`config.mk`:
```
export PLATFORM = sky130hd
export DESIGN_NAME = mpc_coef_rom_stream
export DESIGN_NICKNAME = d
export VERILOG_FILES = /design/src/rtl/mpc_coef_rom_stream.sv
export SDC_FILE = /design/constraint.sdc
export NUM_CORES = 1
export LEC_CHECK = 0
export CAP_MARGIN = 20
export CORE_MARGIN = 2
export CORE_UTILIZATION = 49
export CTS_BUF_LIST = sky130_fd_sc_hd__clkbuf_8
export CTS_CLUSTER_DIAMETER = 200
export DETAILED_ROUTE_END_ITERATION = 10
export PLACE_DENSITY = 0.9
export SLEW_MARGIN = 20
export SYNTH_ARGS = -nofsm -noshare
export SYNTH_HDL_FRONTEND = slang
export SYNTH_SLANG_ARGS = --single-unit
export TNS_END_PERCENT = 100
```
`constraint.sdc`:
```
create_clock -name clk -period 3.5 [get_ports clk]
set_input_delay 0.875 -clock clk [delete_from_list [all_inputs] [get_ports clk]]
set_output_delay 0.875 -clock clk [all_outputs]
set_load 0.005 [all_outputs]
```
`src/rtl/mpc_coef_rom_stream.sv`:
```
// Coefficient ROM with a registered random-access read port and an
// independent streaming read port. The stream replays consecutive entries
// from a base address under valid/ready flow control, using a 2-entry
// output buffer so one read can always be in flight.
module mpc_coef_rom_stream #(
    parameter int DataWidth    = 17,
    parameter int AddressWidth = 3,
    parameter int AddressRange = 6,
    parameter int LenWidth     = 8,
    parameter logic [DataWidth-1:0] EvenWord = 'h08000,
    parameter logic [DataWidth-1:0] OddWord  = 'h19220
) (
    input  logic                    clk,
    input  logic                    reset,
    input  logic [AddressWidth-1:0] address0,
    input  logic                    ce0,
    output logic [DataWidth-1:0]    q0,
    input  logic                    start,
    input  logic [AddressWidth-1:0] base,
    input  logic [LenWidth-1:0]     len,
    input  logic                    abort,
    output logic [DataWidth-1:0]    s_data,
    output logic                    s_valid,
    input  logic                    s_ready,
    output logic                    s_last,
    output logic                    busy,
    output logic                    done,
    output logic                    err
);

    typedef enum logic [1:0] {IDLE, RUN, DRAIN} state_t;

    localparam logic [AddressWidth-1:0] LastAddr = AddressWidth'(AddressRange - 1);

    // Entries alternate between two words; out-of-range addresses read as zero.
    function automatic logic [DataWidth-1:0] rom_word(input logic [AddressWidth-1:0] a);
        if (32'(a) >= AddressRange) return '0;
        return a[0] ? OddWord : EvenWord;
    endfunction

    state_t                state_q, state_d;
    logic [DataWidth-1:0]  q0_q, q0_d;
    logic [AddressWidth-1:0] addr_q, addr_d;
    logic [LenWidth-1:0]   len_q, len_d;
    logic [LenWidth-1:0]   issue_q, issue_d;
    logic                  rd_vld_q, rd_vld_d;
    logic [DataWidth-1:0]  rd_data_q, rd_data_d;
    logic                  rd_last_q, rd_last_d;
    logic [1:0]            cnt_q, cnt_d;
    logic [DataWidth-1:0]  buf0_data_q, buf0_data_d;
    logic                  buf0_last_q, buf0_last_d;
    logic [DataWidth-1:0]  buf1_data_q, buf1_data_d;
    logic                  buf1_last_q, buf1_last_d;
    logic                  done_q, done_d;
    logic                  err_q, err_d;
    logic                  pop;
    logic                  issue;
    logic [2:0]            occ;

    // Random-access port: load on enable, otherwise hold.
    always_comb begin
        q0_d = q0_q;
        if (ce0) q0_d = rom_word(address0);
    end

    // Stream control: FSM, read issue with credit, output buffer update.
    always_comb begin
        state_d     = state_q;
        addr_d      = addr_q;
        len_d       = len_q;
        issue_d     = issue_q;
        rd_vld_d    = 1'b0;
        rd_data_d   = rd_data_q;
        rd_last_d   = rd_last_q;
        cnt_d       = cnt_q;
        buf0_data_d = buf0_data_q;
        buf0_last_d = buf0_last_q;
        buf1_data_d = buf1_data_q;
        buf1_last_d = buf1_last_q;
        done_d      = 1'b0;
        err_d       = 1'b0;

        pop = (cnt_q != 2'd0) && s_ready;
        // Occupancy the buffer would have if no new read were issued now.
        occ = {1'b0, cnt_q} + {2'b00, rd_vld_q} - {2'b00, pop};
        issue = (state_q == RUN) && (occ < 3'd2);

        case (state_q)
            IDLE: begin
                if (start) begin
                    if (32'(base) >= AddressRange) begin
                        err_d = 1'b1;
                    end else if (len == '0) begin
                        done_d = 1'b1;
                    end else begin
                        addr_d  = base;
                        len_d   = len;
                        issue_d = '0;
                        state_d = RUN;
                    end
                end
            end
            RUN: begin
                if (issue) begin
                    rd_vld_d  = 1'b1;
                    rd_data_d = rom_word(addr_q);
                    rd_last_d = (issue_q == len_q - LenWidth'(1));
                    addr_d    = (addr_q == LastAddr) ? '0 : addr_q + AddressWidth'(1);
                    issue_d   = issue_q + LenWidth'(1);
                    if (issue_q == len_q - LenWidth'(1)) state_d = DRAIN;
                end
            end
            DRAIN: begin
                if (pop && buf0_last_q) begin
                    state_d = IDLE;
                    done_d  = 1'b1;
                end
            end
            default: state_d = IDLE;
        endcase

        // The read returning this cycle lands in the head if it is free,
        // otherwise in the skid entry.
        case (cnt_q)
            2'd0: begin
                if (rd_vld_q) begin
                    buf0_data_d = rd_data_q;
                    buf0_last_d = rd_last_q;
                    cnt_d       = 2'd1;
                end
            end
            2'd1: begin
                if (rd_vld_q && pop) begin
                    buf0_data_d = rd_data_q;
                    buf0_last_d = rd_last_q;
                end else if (rd_vld_q) begin
                    buf1_data_d = rd_data_q;
                    buf1_last_d = rd_last_q;
                    cnt_d       = 2'd2;
                end else if (pop) begin
                    cnt_d = 2'd0;
                end
            end
            default: begin
                if (pop) begin
                    buf0_data_d = buf1_data_q;
                    buf0_last_d = buf1_last_q;
                    if (rd_vld_q) begin
                        buf1_data_d = rd_data_q;
                        buf1_last_d = rd_last_q;
                    end else begin
                        cnt_d = 2'd1;
                    end
                end
            end
        endcase

        // Cancel discards everything and wins over a simultaneous start.
        if (abort) begin
            state_d  = IDLE;
            rd_vld_d = 1'b0;
            cnt_d    = 2'd0;
            done_d   = 1'b0;
            err_d    = 1'b0;
        end
    end

    // Control and visible output registers with synchronous reset.
    always_ff @(posedge clk) begin
        if (reset) begin
            state_q     <= IDLE;
            q0_q        <= '0;
            rd_vld_q    <= 1'b0;
            cnt_q       <= 2'd0;
            buf0_data_q <= '0;
            buf0_last_q <= 1'b0;
            done_q      <= 1'b0;
            err_q       <= 1'b0;
        end else begin
            state_q     <= state_d;
            q0_q        <= q0_d;
            rd_vld_q    <= rd_vld_d;
            cnt_q       <= cnt_d;
            buf0_data_q <= buf0_data_d;
            buf0_last_q <= buf0_last_d;
            done_q      <= done_d;
            err_q       <= err_d;
        end
    end

    // Datapath registers; only meaningful when qualified by control state.
    always_ff @(posedge clk) begin
        addr_q      <= addr_d;
        len_q       <= len_d;
        issue_q     <= issue_d;
        rd_data_q   <= rd_data_d;
        rd_last_q   <= rd_last_d;
        buf1_data_q <= buf1_data_d;
        buf1_last_q <= buf1_last_d;
    end

    assign q0      = q0_q;
    assign s_data  = buf0_data_q;
    assign s_valid = (cnt_q != 2'd0);
    assign s_last  = buf0_last_q && (cnt_q != 2'd0);
    assign busy    = (state_q != IDLE);
    assign done    = done_q;
    assign err     = err_q;

endmodule

```
==> reports/qor.yml, run 1 <==
post-synth-top-count-cell: "buf_4"
clockBufferDepth: 2
cp_data_arrival_time_ns: 3.06
clock_latency_ns: 0.29
async_flop_share_pct: 0
overflow: 0
synth_top_area_share_pct: 35.7
ys_seq_elements: 37
synth_cell_types: 42
drv_slew: 0
syn-cell-area_mm2: 0.00210
numCtsBuffers: 5
fin_setup_tns_ns: 0
yosys-top-cells-count: "buf_4 (30), nor2_1 (26), edfxtp_1 (25)"
crit_buf_inv: 3
grt_max_degree: 17
vias_per_cell: 5.11
power.leakage_nw: 0.922
final_nets: 267
vias: 1503
netlist_top_cells_area: "edfxtp_1 (36%), dfxtp_1 (11%), buf_4 (11%)"
die-area_mm2: 0.00483
port_buffers: 34
fmax_mhz: 326
synth_area_per_cell_um2: 9.97
required_ns: 3.50
cts_resized: 0
crit_type: "input port to flip-flop"
antenna-diode-count: 0
worst_setup_path_start_kind: "input port"
end_kind: "flip-flop"
cts_root_buffer: "clkbuf_8"
die_y_um: 69.5
area_growth_pct: 17.8
synth_warnings: 0
finalCritPeriodShare_pct: 87.5
skew_ns: 0.00595
max_stage_delay_ns: 0.50
setup_ws_ns: 0.437
dp_hpwl_mm: 2.89
die_x_um: 69.5
cpMostUsedCell: "nor2_1"
placedCellCount: 286
hp-class: "flip-flop to flip-flop"
path_depth: 11
slowest_stage: "clkdlybuf4s50_1"
drc: 0
grt_setup_unrepaired: "no"
final.min_clock_period_ns: 3.06
stdcell_count: 294
tightest_slew_ns: 0.628
hold_violations: 0
synth-seq-area-share_pct: 47.1
finalInstanceArea_mm2: 0.00248
rr_worst_depth: 12
status: "finished clean"
cts_tree: "yes"
synth-main-ff-cell: "edfxtp_1"
relSlewSlack_pct: 58.0
antenna_found_initial: 0
postLayoutCoreUtil_pct: 61.1
cts_sinks: 37
cellPowerDensity_mw_per_mm2: 419
drive_gt1_share_pct: 6.56
drtIter0Drc: 88
yosys.area.top_type: "edfxtp_1"
grt_pass1_vias: 1413
drv_cap: 0
crit_fanout: 11
wl_mm: 3.81
cts_setup_buffers: 0
r2r-start: "cnt_q[1]"
setup-violations-final: 0
ir_worst_vdd_mv: 0.296
r2r-end: "issue_q[5]"
synth-edff-count: 25
hold_depth: 0
cts_hold_buffers: 0
gp_congestion: 0.795
r2r_slack_ns: 0.65
holdPathEnd: "buf1_data_q[12]"
crit_chain: "clkdlybuf4s50_1 > and2_1 > ha_1 > nand2b_1 > fa_1 > xnor2_1 > nand3_1 > inv_1 > nor2_1 > nor2_1 > buf_4"
hold_start: "rd_data_q[12]"
syn_inst: 211
start_util_pct: 51.8
clk_pin_slew_ns: 0.08
pre_cts_ws_ns: 0.179
wl_per_cell_um: 12.9
ios: 59
place_area_mm2: 0.00237
core_mm2: 0.00406
track_usage_pct: 16.4
rows: 23
ant_nets: 0
first_pass_iters: 4
cp_top_family: "buffers and inverters"
grt_pass1_wl_mm: 6.38
h-tree-depth: 2
-- layout by cell type (no fill, tap or decap), types with 2 or more instances in the layout --
cell type	count
a211oi_1	3
a21oi_1	6
a31oi_1	3
a32o_1	2
and2_1	2
and3_1	2
buf_4	2
clkbuf_8	5
clkdlybuf4s50_1	34
conb_1	24
dfxtp_1	12
edfxtp_1	25
ha_1	3
inv_1	10
mux2i_1	3
nand2_1	16
nand2b_1	7
nand3_1	8
nor2_1	26
nor3_1	7
nor4_1	3
o21ai_0	4
xnor2_1	11
xor2_1	5
-- worst register-to-register path: cells and delay by family, from the launching register on --
kind / cells / cell delay, ns
simple gates: 6 / 0.70
fa+ha+maj: 2 / 0.63
flops: 1 / 0.64
buf+inv: 3 / 0.40
xor+xnor: 1 / 0.20
-- cell families (layout without fill, tap and decap cells) --
family                     after synthesis  after routing  share of synthesized area (%)
and+or+nand+nor                         78             78                           18.5
buffers and inverters                   44             54                           13.3
DFF                                     37             37                           47.1
AOI/OAI and AO/OA                       27             27                           9.34
xor gates and xnor gates                17             17                           7.44
adders and majority gates                4              4                           2.74
muxes                                    3              3                           1.43
other                                    1             24                          0.178
-- layout make-up --
type | count | area [um^2]
clock inverters | 3 | 43.8
well taps | 50 | 62.6
multi-input cells | 153 | 920
flip-flops and latches | 37 | 991
fillers | 323 | 1580
repair buffers | 36 | 355
inverters | 10 | 37.5
clock buffers | 5 | 68.8
-- flip-flops by register name, indices dropped and copies added (netlist names) --
| register | flops |
|---|---|
| err | 1 |
| addr_q | 3 |
| buf0_last_q | 1 |
| cnt_q | 2 |
| done | 1 |
| rd_vld_q | 1 |
| rd_data_q | 2 |
| state_q | 2 |
| len_q | 8 |
| buf1_last_q | 1 |
| s_data | 2 |
| rd_last_q | 1 |
| q0 | 2 |
| issue_q | 8 |
| buf1_data_q | 2 |
-- layer usage --
metal	part of all wire [%]	vias up	GRT usage (%)
met2	50	43	27.5
li1	-	747	-
met5	0	-	0
met1	44	707	20.2
met3	4.3	6	4.51
met4	1.3	0	6.10
-- power breakdown --
part,switching (mW),internal [mW]
registers,0.0306,0.499
logic,0.0697,0.0714
clock network,0.155,0.213
-- how the worst max path moves through the flow --
stage                 start    endpoint  slack (ns)
global route        s_ready  issue_q[3]        0.33
CTS                 s_ready  issue_q[5]        0.44
floorplan           s_ready   addr_q[0]        0.47
detailed placement  s_ready  issue_q[5]        0.18
global placement    s_ready  issue_q[5]        0.23
finish              s_ready  issue_q[5]        0.44
-- through the flow --
step	hold slack [ns]	power, mW
after floorplan	0.426	0.641
after global placement	0.439	0.672
after detailed placement	0.442	0.678
after CTS	0.459	1.04
after global routing	0.471	1.08
final	0.456	1.04
Note: power is estimated with default switching activity, not from simulation.
==> inputs of run 2 (changes only) <==
Settings changed: SETUP_SLACK_MARGIN set to 0.2.
Clock period 3.5 ns to 3.4 ns, I/O delays scaled along.
==> run 2 against run 1 <==
Against the previous run:
- first-iteration DRC count fell by 15%
- total power decreased by 4.4%
- cell area is 0.76% lower
- sequential share of layout area rose by 0.31 points
- sequential power grew 3%
- clock power down 18%
- register-to-register slack improved by 0.10 ns
- critical endpoint is now issue_q[7]
- highest routed layer unchanged
==> reports/qor.yml, run 2 (synthesis gave the netlist of run 1 again) <==
mostFrequentLayoutCells: "clkdlybuf4s50_1 (34), nor2_1 (26), edfxtp_1 (25)"
postLayoutCoreUtil_pct: 60.6  # -0.46 points
power_mw: 0.994  # -4.4%
numCtsBuffers: 5  # unchanged
wl_per_cell_um: 13.5  # +4.0%
grt_busiest_layer: "met2"
crit_fanout: 11  # unchanged
required_ns: 3.40  # -0.10 ns
antenna_found_initial: 0  # unchanged
cellPowerDensity_mw_per_mm2: 404  # -3.7%
setup-violations-final: 0  # unchanged
track_usage_pct: 17.8  # +1.4 points
worst_setup_path_start_kind: "input port"
final.min_clock_period_ns: 3.05
cts_setup_buffers: 0  # unchanged
tightest_slew_ns: 0.627  # -0.00133 ns
grt_pass1_vias: 1474  # +4.3%
crit_type: "input port to flip-flop"
pwr-share-seq_pct: 55.0  # +4.0 points
fmax_mhz: 328
dp_hpwl_mm: 2.96  # +2.3%
rows: 23  # unchanged
cts_root_buffer: "clkbuf_8"
h-tree-depth: 2  # unchanged
ios: 59  # unchanged
area_growth_pct: 17.0
drive_gt1_share_pct: 6.94  # +0.38 points
drc: 0  # unchanged
cp_data_arrival_time_ns: 3.05  # about the same
combPwrFrac_pct: 14.7  # +1.1 points
clock_latency_ns: 0.29  # about the same
drtIter0Drc: 75  # -15%
hp-class: "flip-flop to flip-flop"
finalInstanceArea_mm2: 0.00246  # -0.76%
overflow: 0  # unchanged
reg.largest.list: "issue_q x8, len_q x8, addr_q x3"
use_met2_pct: 30.0  # +2.6 points
power.leakage_nw: 0.913  # -0.99%
status: "finished clean"
fillers: 337  # +4.3%
end_kind: "flip-flop"
final_common_cell: "clkdlybuf4s50_1"
vias_per_cell: 5.09  # -0.41%
sw_frac_of_total_pct: 26.6  # +2.0 points
grt_pass1_wl_mm: 6.71  # +5.3%
gp_congestion: 0.802  # +0.92%
cts_resized: 0  # unchanged
stdcell_count: 295  # +0.34%
first_pass_iters: 4  # unchanged
place_area_mm2: 0.00237  # +0.32%
cts_tree: "yes"
drv_slew: 0  # unchanged
start_util_pct: 51.8  # unchanged
cts_sinks: 37  # unchanged
hold_violations: 0  # unchanged
drv_cap: 0  # unchanged
skew_ns: 0.00913  # +0.00318 ns
finalCritPeriodShare_pct: 89.8
antenna-diode-count: 0  # unchanged
final_nets: 268  # +0.37%
die_x_um: 69.5  # unchanged
ant_nets: 0  # unchanged
met3_usage_pct: 5.67  # +1.2 points
grt_max_degree: 17  # unchanged
grt_setup_unrepaired: "no"
cts_hold_buffers: 0  # unchanged
clockBufferDepth: 2  # unchanged
clk_pin_slew_ns: 0.08  # about the same
hold_slack_ns: 0.452  # -0.00349 ns
vias: 1502  # -0.067%
grt_util_met1_pct: 20.6  # +0.38 points
clockPowerShare_pct: 30.3  # -5.2 points
fin_setup_tns_ns: 0  # unchanged
setup_ws_ns: 0.348  # -0.0885 ns
ir_worst_vdd_mv: 0.290  # -2.0%
die-area_mm2: 0.00483  # unchanged
p_sw_mw: 0.265  # +3.6%
pre_cts_ws_ns: 0.111  # -0.0686 ns
core_mm2: 0.00406  # unchanged
placedCellCount: 287  # +0.35%
relSlewSlack_pct: 58.0  # +0.089 points
port_buffers: 34  # unchanged
internal_power_mw: 0.729  # -7.0%
wl_mm: 3.97  # +4.3%
die_y_um: 69.5  # unchanged
## run 2: per-layer routing
layer,part of all wire [%],up-vias
li1,-,746
met1,41,698
met2,51,52
met3,5.9,6
met4,1.9,0
met5,0,-
## run 2: layout make-up
type                            instances  area [um^2]  share of cell area, %
Sequential cell                        37          991                   40.3
Multi-Input combinational cell        153          920                   37.4
Timing Repair Buffer                   37          363                   14.8
Clock buffer                            5         68.8                   2.80
Tap cell                               50         62.6                   2.54
Inverter                               10         37.5                   1.53
Clock inverter                          3         17.5                  0.712
## run 2: final timing paths
check	startpoint	to	slack, ns	cells past startpoint
min reg2reg	rd_last_q	buf1_last_q	0.45	0
min	rd_last_q	buf1_last_q	0.45	0
max reg2reg	cnt_q[0]	issue_q[7]	0.75	12
max	s_ready	issue_q[7]	0.35	11
## run 2: critical path, cell delays in order
cell and delay, ns:
clkdlybuf4s50_1 0.47, and2_1 0.19, ha_1 0.25, nand2b_1 0.18
fa_1 0.40, xnor2_1 0.20, nand3_1 0.10, inv_1 0.08
nor2_1 0.05, nor2_1 0.08, buf_4 0.19
## run 2: power by group through the flow
stage	clock, mW	combinational, mW	sequential [mW]
finish	0.301	0.146	0.546
floorplan	0	0.114	0.546
global route	0.324	0.164	0.550
global placement	0	0.139	0.553
detailed placement	0	0.145	0.555
CTS	0.306	0.147	0.545
